--- config.mk ---
export PLATFORM = sky130hd
export DESIGN_NAME = udp_recv_flat
export DESIGN_NICKNAME = d
export VERILOG_FILES = /design/src/rtl/udp_recv_if.sv /design/src/rtl/udp_recv.sv /design/src/flat_wrapper.sv
export SDC_FILE = /design/constraint.sdc
export NUM_CORES = 1
export LEC_CHECK = 0
export CAP_MARGIN = 0
export CORE_MARGIN = 2
export CORE_UTILIZATION = 55
export CTS_CLUSTER_DIAMETER = 60
export DETAILED_ROUTE_END_ITERATION = 8
export PLACE_DENSITY = 0.8
export SETUP_SLACK_MARGIN = 0.2
export SKIP_CTS_REPAIR_TIMING = 1
export SLEW_MARGIN = 10
export SYNTH_ARGS = -nofsm -noshare
export SYNTH_HDL_FRONTEND = slang
export SYNTH_SLANG_ARGS = --single-unit
--- constraint.sdc ---
create_clock -name clk -period 8.6 [get_ports clk]
set_input_delay 1.72 -clock clk [delete_from_list [all_inputs] [get_ports clk]]
set_output_delay 1.72 -clock clk [all_outputs]
set_load 0.02 [all_outputs]
--- src/rtl/udp_recv_if.sv ---
// Byte-stream bundle between a GMII-style receive source and the UDP receiver:
// the raw rx byte lane in, and the payload stream plus frame metadata out.
interface udp_recv_if;
  logic [7:0]  i_rx_data;
  logic        i_rx_dv;
  logic [7:0]  o_data;
  logic        o_valid;
  logic        o_sop;
  logic        o_eop;
  logic [47:0] o_src_mac;
  logic [31:0] o_src_ip;
  logic [15:0] o_src_port;
  logic [15:0] o_data_len;
  logic        o_done;
  logic [2:0]  o_status;

  modport master (
    output i_rx_data, i_rx_dv,
    input  o_data, o_valid, o_sop, o_eop, o_src_mac, o_src_ip, o_src_port,
           o_data_len, o_done, o_status
  );

  modport slave (
    input  i_rx_data, i_rx_dv,
    output o_data, o_valid, o_sop, o_eop, o_src_mac, o_src_ip, o_src_port,
           o_data_len, o_done, o_status
  );
endinterface

--- src/rtl/udp_recv.sv ---
// UDP/IPv4 receiver: strips preamble and headers, filters MAC/IP/protocol/port,
// streams the payload and reports a per-frame status once the FCS has been checked.
module udp_recv #(
  parameter bit          FILTER_PORT = 1'b1,
  parameter logic [15:0] MAX_LEN     = 16'd1472
) (
  input  logic        clk,
  input  logic        rst_n,
  input  logic [47:0] i_my_mac,
  input  logic [31:0] i_my_ip,
  input  logic [15:0] i_my_port,
  udp_recv_if.slave   rx
);
  typedef enum logic [3:0] {
    S_IDLE, S_PREAMBLE, S_DST_MAC, S_SRC_MAC, S_ETHTYPE, S_IP_HDR,
    S_UDP_HDR, S_PAYLOAD, S_TAIL, S_DROP, S_DONE
  } state_t;

  localparam logic [2:0] ST_OK    = 3'd0;
  localparam logic [2:0] ST_FCS   = 3'd1;
  localparam logic [2:0] ST_CSUM  = 3'd2;
  localparam logic [2:0] ST_FILT  = 3'd3;
  localparam logic [2:0] ST_TRUNC = 3'd4;
  localparam logic [2:0] ST_LEN   = 3'd5;

  function automatic logic [31:0] crc32_byte(input logic [31:0] crc, input logic [7:0] d);
    logic [31:0] c;
    c = crc;
    for (int i = 0; i < 8; i++) begin
      if (c[0] ^ d[i]) c = (c >> 1) ^ 32'hEDB88320;
      else             c = c >> 1;
    end
    return c;
  endfunction

  function automatic logic [15:0] csum_fold(input logic [31:0] acc);
    logic [31:0] s;
    s = {16'd0, acc[15:0]} + {16'd0, acc[31:16]};
    s = {16'd0, s[15:0]} + {16'd0, s[31:16]};
    return s[15:0];
  endfunction

  state_t      state_r, next_s;
  logic [15:0] bc_r;
  logic [39:0] shift_r;
  logic [47:0] field_s;
  logic [31:0] crc_r, csum_r, csum_s;
  logic [15:0] ip_len_r, data_len_r;
  logic [2:0]  stat_r, stat_next_s;
  logic        quiet_r, quiet_next_s, gap_seen_r, len_bad_s, crc_en_s;
  logic [7:0]  data_r;
  logic        valid_r, sop_r, eop_r, done_r;
  logic [2:0]  status_r;
  logic [47:0] src_mac_r;
  logic [31:0] src_ip_r;
  logic [15:0] src_port_r;

  // Next-state, drop code and header checks for the byte currently on the lane
  always_comb begin
    field_s      = {shift_r, rx.i_rx_data};
    csum_s       = csum_r + {16'd0, shift_r[7:0], rx.i_rx_data};
    len_bad_s    = (field_s[15:0] < 16'd8) || ((field_s[15:0] - 16'd8) > MAX_LEN) ||
                   ({1'b0, ip_len_r} < ({1'b0, field_s[15:0]} + 17'd20));
    crc_en_s     = rx.i_rx_dv && (state_r inside {S_DST_MAC, S_SRC_MAC, S_ETHTYPE,
                                  S_IP_HDR, S_UDP_HDR, S_PAYLOAD, S_TAIL});
    next_s       = state_r;
    stat_next_s  = stat_r;
    quiet_next_s = quiet_r;
    case (state_r)
      S_IDLE: begin
        stat_next_s  = ST_OK;
        quiet_next_s = 1'b0;
        // Bytes seen before any gap (e.g. after reset mid-frame) are dropped silently
        if (rx.i_rx_dv) begin
          if (gap_seen_r && rx.i_rx_data == 8'h55) next_s = S_PREAMBLE;
          else begin next_s = S_DROP; quiet_next_s = 1'b1; end
        end else next_s = S_IDLE;
      end
      S_PREAMBLE: begin
        if (!rx.i_rx_dv) begin next_s = S_DONE; stat_next_s = ST_TRUNC; end
        else if (rx.i_rx_data == 8'h55) begin
          if (bc_r == 16'd6) begin next_s = S_DROP; stat_next_s = ST_FILT; end
          else next_s = S_PREAMBLE;
        end
        else if (rx.i_rx_data == 8'hD5) next_s = S_DST_MAC;
        else begin next_s = S_DROP; stat_next_s = ST_FILT; end
      end
      S_DST_MAC: begin
        if (!rx.i_rx_dv) begin next_s = S_DONE; stat_next_s = ST_TRUNC; end
        else if (bc_r == 16'd5) begin
          if (field_s == i_my_mac || field_s == 48'hFFFF_FFFF_FFFF) next_s = S_SRC_MAC;
          else begin next_s = S_DROP; stat_next_s = ST_FILT; end
        end else next_s = S_DST_MAC;
      end
      S_SRC_MAC: begin
        if (!rx.i_rx_dv) begin next_s = S_DONE; stat_next_s = ST_TRUNC; end
        else if (bc_r == 16'd5) next_s = S_ETHTYPE;
        else next_s = S_SRC_MAC;
      end
      S_ETHTYPE: begin
        if (!rx.i_rx_dv) begin next_s = S_DONE; stat_next_s = ST_TRUNC; end
        else if (bc_r == 16'd1) begin
          if (field_s[15:0] == 16'h0800) next_s = S_IP_HDR;
          else begin next_s = S_DROP; stat_next_s = ST_FILT; end
        end else next_s = S_ETHTYPE;
      end
      S_IP_HDR: begin
        if (!rx.i_rx_dv) begin next_s = S_DONE; stat_next_s = ST_TRUNC; end
        else if ((bc_r == 16'd0 && rx.i_rx_data != 8'h45) ||
                 (bc_r == 16'd9 && rx.i_rx_data != 8'd17)) begin
          next_s = S_DROP; stat_next_s = ST_FILT;
        end
        else if (bc_r == 16'd19) begin
          if (csum_fold(csum_s) != 16'hFFFF) begin next_s = S_DROP; stat_next_s = ST_CSUM; end
          else if (field_s[31:0] != i_my_ip) begin next_s = S_DROP; stat_next_s = ST_FILT; end
          else next_s = S_UDP_HDR;
        end else next_s = S_IP_HDR;
      end
      S_UDP_HDR: begin
        if (!rx.i_rx_dv) begin next_s = S_DONE; stat_next_s = ST_TRUNC; end
        else if (bc_r == 16'd3 && FILTER_PORT && field_s[15:0] != i_my_port) begin
          next_s = S_DROP; stat_next_s = ST_FILT;
        end
        else if (bc_r == 16'd5 && len_bad_s) begin next_s = S_DROP; stat_next_s = ST_LEN; end
        else if (bc_r == 16'd7) next_s = (data_len_r == 16'd0) ? S_TAIL : S_PAYLOAD;
        else next_s = S_UDP_HDR;
      end
      S_PAYLOAD: begin
        if (!rx.i_rx_dv) begin next_s = S_DONE; stat_next_s = ST_TRUNC; end
        else if (bc_r == data_len_r - 16'd1) next_s = S_TAIL;
        else next_s = S_PAYLOAD;
      end
      S_TAIL: begin
        if (!rx.i_rx_dv) begin
          next_s = S_DONE;
          if (bc_r < 16'd4) stat_next_s = ST_TRUNC;
          else stat_next_s = (crc_r == 32'hDEBB20E3) ? ST_OK : ST_FCS;
        end else next_s = S_TAIL;
      end
      S_DROP: begin
        if (!rx.i_rx_dv) next_s = quiet_r ? S_IDLE : S_DONE;
        else next_s = S_DROP;
      end
      S_DONE:  next_s = S_IDLE;
      default: next_s = S_IDLE;
    endcase
  end

  // State register, byte counter, field shifter and drop bookkeeping
  always_ff @(posedge clk or negedge rst_n) begin
    if (!rst_n) begin
      state_r    <= S_IDLE;
      bc_r       <= 16'd0;
      shift_r    <= 40'd0;
      stat_r     <= ST_OK;
      quiet_r    <= 1'b0;
      gap_seen_r <= 1'b0;
    end else begin
      state_r <= next_s;
      if (next_s != state_r) bc_r <= 16'd0;
      else if (rx.i_rx_dv)   bc_r <= bc_r + 16'd1;
      else                   bc_r <= bc_r;
      shift_r    <= rx.i_rx_dv ? field_s[39:0] : shift_r;
      stat_r     <= stat_next_s;
      quiet_r    <= quiet_next_s;
      gap_seen_r <= gap_seen_r | ~rx.i_rx_dv;
    end
  end

  // Running FCS CRC, IP header checksum accumulator and IP total length
  always_ff @(posedge clk or negedge rst_n) begin
    if (!rst_n) begin
      crc_r    <= 32'hFFFF_FFFF;
      csum_r   <= 32'd0;
      ip_len_r <= 16'd0;
    end else begin
      if (state_r == S_IDLE || state_r == S_PREAMBLE) crc_r <= 32'hFFFF_FFFF;
      else if (crc_en_s) crc_r <= crc32_byte(crc_r, rx.i_rx_data);
      else crc_r <= crc_r;
      if (state_r != S_IP_HDR) csum_r <= 32'd0;
      else if (rx.i_rx_dv && bc_r[0]) csum_r <= csum_s;
      else csum_r <= csum_r;
      if (state_r == S_IP_HDR && rx.i_rx_dv && bc_r == 16'd3) ip_len_r <= field_s[15:0];
      else ip_len_r <= ip_len_r;
    end
  end

  // Sender identity and payload length, captured as each field completes
  always_ff @(posedge clk or negedge rst_n) begin
    if (!rst_n) begin
      src_mac_r  <= 48'd0;
      src_ip_r   <= 32'd0;
      src_port_r <= 16'd0;
      data_len_r <= 16'd0;
    end else begin
      if (rx.i_rx_dv && state_r == S_SRC_MAC && bc_r == 16'd5) src_mac_r <= field_s;
      else src_mac_r <= src_mac_r;
      if (rx.i_rx_dv && state_r == S_IP_HDR && bc_r == 16'd15) src_ip_r <= field_s[31:0];
      else src_ip_r <= src_ip_r;
      if (rx.i_rx_dv && state_r == S_UDP_HDR && bc_r == 16'd1) src_port_r <= field_s[15:0];
      else src_port_r <= src_port_r;
      if (rx.i_rx_dv && state_r == S_UDP_HDR && bc_r == 16'd5) data_len_r <= field_s[15:0] - 16'd8;
      else data_len_r <= data_len_r;
    end
  end

  // Payload stream and end-of-frame status, one cycle behind the rx lane
  always_ff @(posedge clk or negedge rst_n) begin
    if (!rst_n) begin
      data_r   <= 8'd0;
      valid_r  <= 1'b0;
      sop_r    <= 1'b0;
      eop_r    <= 1'b0;
      done_r   <= 1'b0;
      status_r <= ST_OK;
    end else begin
      valid_r  <= rx.i_rx_dv && state_r == S_PAYLOAD;
      data_r   <= (rx.i_rx_dv && state_r == S_PAYLOAD) ? rx.i_rx_data : 8'd0;
      sop_r    <= rx.i_rx_dv && state_r == S_PAYLOAD && bc_r == 16'd0;
      eop_r    <= rx.i_rx_dv && state_r == S_PAYLOAD && bc_r == data_len_r - 16'd1;
      done_r   <= (next_s == S_DONE);
      status_r <= (next_s == S_DONE) ? stat_next_s : status_r;
    end
  end

  assign rx.o_data     = data_r;
  assign rx.o_valid    = valid_r;
  assign rx.o_sop      = sop_r;
  assign rx.o_eop      = eop_r;
  assign rx.o_src_mac  = src_mac_r;
  assign rx.o_src_ip   = src_ip_r;
  assign rx.o_src_port = src_port_r;
  assign rx.o_data_len = data_len_r;
  assign rx.o_done     = done_r;
  assign rx.o_status   = status_r;
endmodule

--- src/flat_wrapper.sv ---
// flat-port wrapper written by rule: the top's interface ports become plain ports
module udp_recv_flat 
#(
  parameter bit          FILTER_PORT = 1'b1,
  parameter logic [15:0] MAX_LEN     = 16'd1472
)
  (clk, rst_n, i_my_mac, i_my_ip, i_my_port, rx_i_rx_data, rx_i_rx_dv, rx_o_data, rx_o_valid, rx_o_sop, rx_o_eop, rx_o_src_mac, rx_o_src_ip, rx_o_src_port, rx_o_data_len, rx_o_done, rx_o_status);
  udp_recv_if rx_i ();
  input  logic clk;
  input  logic rst_n;
  input  logic [47:0] i_my_mac;
  input  logic [31:0] i_my_ip;
  input  logic [15:0] i_my_port;
  input wire logic [$bits(rx_i.i_rx_data)-1:0] rx_i_rx_data;
  input wire logic [$bits(rx_i.i_rx_dv)-1:0] rx_i_rx_dv;
  output wire logic [$bits(rx_i.o_data)-1:0] rx_o_data;
  output wire logic [$bits(rx_i.o_valid)-1:0] rx_o_valid;
  output wire logic [$bits(rx_i.o_sop)-1:0] rx_o_sop;
  output wire logic [$bits(rx_i.o_eop)-1:0] rx_o_eop;
  output wire logic [$bits(rx_i.o_src_mac)-1:0] rx_o_src_mac;
  output wire logic [$bits(rx_i.o_src_ip)-1:0] rx_o_src_ip;
  output wire logic [$bits(rx_i.o_src_port)-1:0] rx_o_src_port;
  output wire logic [$bits(rx_i.o_data_len)-1:0] rx_o_data_len;
  output wire logic [$bits(rx_i.o_done)-1:0] rx_o_done;
  output wire logic [$bits(rx_i.o_status)-1:0] rx_o_status;
  assign rx_i.i_rx_data = rx_i_rx_data;
  assign rx_i.i_rx_dv = rx_i_rx_dv;
  assign rx_o_data = rx_i.o_data;
  assign rx_o_valid = rx_i.o_valid;
  assign rx_o_sop = rx_i.o_sop;
  assign rx_o_eop = rx_i.o_eop;
  assign rx_o_src_mac = rx_i.o_src_mac;
  assign rx_o_src_ip = rx_i.o_src_ip;
  assign rx_o_src_port = rx_i.o_src_port;
  assign rx_o_data_len = rx_i.o_data_len;
  assign rx_o_done = rx_i.o_done;
  assign rx_o_status = rx_i.o_status;
  udp_recv #(.FILTER_PORT(FILTER_PORT), .MAX_LEN(MAX_LEN)) u_core (.clk(clk), .rst_n(rst_n), .i_my_mac(i_my_mac), .i_my_ip(i_my_ip), .i_my_port(i_my_port), .rx(rx_i));
endmodule
==> run metrics <==
status=finished, final reports clean; final worst-path setup slack=0.601 ns; top_reg_cell synth=dfrtp_1; fin crit share=93.0%; Largest stage delay, worst path=0.43 ns; vias per cell=6.13; final net count=roughly 2100; CTS tree=yes; #FFs+latches synth=between 200 and 300; Worst path most repeated cell=ha_1; GRT overflow=0; Top delay family on crit path=compound AO/OA/AOI/OAI gates; slew margin rel.=21.4%; CP Class=input pin to flop; router iterations before antenna repair=6; Area growth syn-to-layout=22.3%; Worst Reg-to-Reg Cells=31; Async SR Flop Fraction=100%; RSZ-0062 raised after global routing=false; number of diodes=0; pins over their slew limit=0; worst hold slack=about 0.48 ns; Initial Util=55.4%; mapped cell area=0.0173 sq mm; Post-synth EDFFs=0; clk slew on worst S/H paths=0.06 ns; Worst Skew=slightly above 0.03 ns; first-pass GRT wire length=82.9 mm; highest achievable clock rate=125 MHz; Clock Path Buffers=3; hpwl dp=37.2 mm; Post-Syn Area per Cell=9.80 sq um; CP endpoint kind=flop; final hold viol count=0; count leader, synth=dfrtp_1; maxcap violations=0; initial antenna violation count=0; WHS Endpoint=u_core.gap_seen_r$_DFF_PN0_; routability congestion estimate=between 0.9 and 1; crit path time final=8.00 ns; worst r2r dst=u_core.bc_r[4]$_DFFE_PN0P_; count of non-filler cells in the finished layout=roughly 2400; dpl cells=2326; overall routed net length=53.2 mm; Remaining DRCs=0; Unique masters post-synth=86; DIE AREA=0.0330 sq mm; io pins=234; CTS Buf Count=34; Syn. warnings=0; hold_sp=u_core.gap_seen_r$_DFF_PN0_; CP startpoint kind=input pin; WL/cell=22.3 um; static leakage=8.88 nW; critical path arrival=8.38 ns; area share of the largest cell type after synthesis=between 30 and 40%; worst min-delay path category=flop to flop; via count=14600; fraction of layout cells with a size suffix above 1=16.6%; cell type with the largest total area after synthesis=dfrtp_1; CTS H-tree depth=2; Pwr Density=225 mW/mm^2; clk root buf=clkbuf_16; R2R Setup Slk=between 1.5 and 2 ns; Total Routing Usage GR=31.8%; top area cells in the synthesized netlist=dfrtp_1, xnor2_1, mux2_2, dfstp_2, ha_1; Initial DRC Count=~1400; post-synthesis net count=a little under 2000; Crit Path Max Fanout=8; die width=~180 um; WHS Path Cells=1; core area=0.0313 sq mm; post-place setup slack=-0.257 ns; pin count of the biggest net entering global routing=171; Die Y=around 180 um; crit path max-delay cell type=clkdlybuf4s50_1; Routed Antenna Nets=0; top cells by count, synth=dfrtp_1, xnor2_1, nand2_1; Worst Tran Pin Value=1.18 ns; Clock Sinks=272; Mapped Cells=approximately 1800; Seq/Total Area, Yosys=about two fifths; Clock Latency Late Sink=approximately 0.53 ns; I/O Buffers=roughly 230; Final setup viols=0; Req. time, crit path=8.98 ns; worst reg2reg startpoint=u_core.csum_r[0]$_DFFE_PN0P_; buffers plus inverters on the worst setup path=2; VDD IR max=~0.18 mV; vias in the first global route=14700; # rows=65
## through the flow
stage | power, mW | setup TNS, ns | instance area (sq um) | util [%]
2_1_floorplan | 2.87 | 0 | 17300 | -
3_3_place_gp | 3.24 | -0.0221 | 20000 | 64.0
3_5_place_dp | 3.28 | -4.15 | 20000 | 64.0
4_1_cts | 4.74 | 0 | 21200 | 67.6
5_1_grt | 5.00 | 0 | 21200 | 67.7
6_report | 4.77 | 0 | 21200 | 67.7
## how the worst max path moves through the flow
stage | startpoint | to | cells after the start
after floorplan | rx_i_rx_data[0] | u_core.rx.o_status[0]$_DFFE_PN0P_ | 31
after global placement | rx_i_rx_data[0] | u_core.bc_r[3]$_DFFE_PN0P_ | 32
after detailed placement | rx_i_rx_data[0] | u_core.bc_r[4]$_DFFE_PN0P_ | 32
after CTS | rx_i_rx_data[0] | u_core.bc_r[4]$_DFFE_PN0P_ | 32
after global routing | rx_i_rx_data[0] | u_core.bc_r[4]$_DFFE_PN0P_ | 33
final | rx_i_rx_data[0] | u_core.bc_r[4]$_DFFE_PN0P_ | 32
## where the power goes
group / switching, mW / total (mW) / internal (mW)
Sequential: 0.216 / 1.69 / 1.47
Combinational: 0.904 / 1.63 / 0.723
Clock: 0.580 / 1.45 / 0.871
## kinds of logic after synthesis
group / count (synthesis) / synth area share, %
AND/OR/NAND/NOR: 582 / 17.6
XOR/XNOR: 280 / 14.2
flip-flops: 272 / 39.5
AO/OA/AOI/OAI: 266 / 10.4
multiplexers: 159 / 10.3
buffers and inverters: 148 / 3.41
adder cells (fa/ha/maj): 63 / 4.63
## routing by layer
metal	GRT usage (%)	part of all wire, %	up-vias
met5	0	0	-
met4	13.7	4.4	0
met3	5.86	7.4	155
met2	52.4	47	644
met1	41.3	41	7149
li1	-	-	6691
## worst reg2reg max path: cells and delay by family (launching register included)
family | cells | cell delay (ns)
AO/OA/AOI/OAI | 13 | 2.80
adder cells (fa/ha/maj) | 6 | 1.68
AND/OR/NAND/NOR | 10 | 1.47
flip-flops | 1 | 0.39
buffers and inverters | 1 | 0.17
XOR/XNOR | 1 | 0.08
## layout make-up
type                    instances  area [sq um]
flip-flops and latches        272          6850
clock buffers                  43           895
repair buffers                275          2660
fillers                      2334         10100
clock inverters                19           235
inverters                      27           101
multi-input cells            1351          9970
well taps                     402           503
## state kept, by name (all words and copies together) (netlist names)
register              flops
u_core.rx.o_eop           1
u_core.rx.o_data_len     16
u_core.rx.o_status        3
u_core.shift_r           40
u_core.rx.o_src_port     16
u_core.rx.o_data          8
u_core.ip_len_r          16
u_core.csum_r            32
u_core.quiet_r            1
u_core.gap_seen_r         1
u_core.bc_r              16
u_core.state_r            4
u_core.rx.o_sop           1
u_core.rx.o_src_ip       32
u_core.rx.o_valid         1
u_core.crc_r             32
u_core.rx.o_src_mac      48
u_core.stat_r             3
u_core.rx.o_done          1
## layout by cell type (no fill, tap or decap), types with 26 or more instances in the layout
master	Yosys	final
dfrtp_1	240	240
clkdlybuf4s50_1	0	231
xnor2_1	211	211
nand2_1	157	157
mux2_2	151	151
nor2_1	109	108
xor2_1	68	68
a21oi_1	63	61
ha_1	61	61
nand4_1	52	52
nand3_1	51	50
o21ai_0	49	48
buf_4	1	41
nor3_1	40	39
o211ai_1	39	39
nor4_1	34	34
clkbuf_16	0	34
dfstp_2	32	32
inv_1	26	26
(Power assumes the default switching activity.)
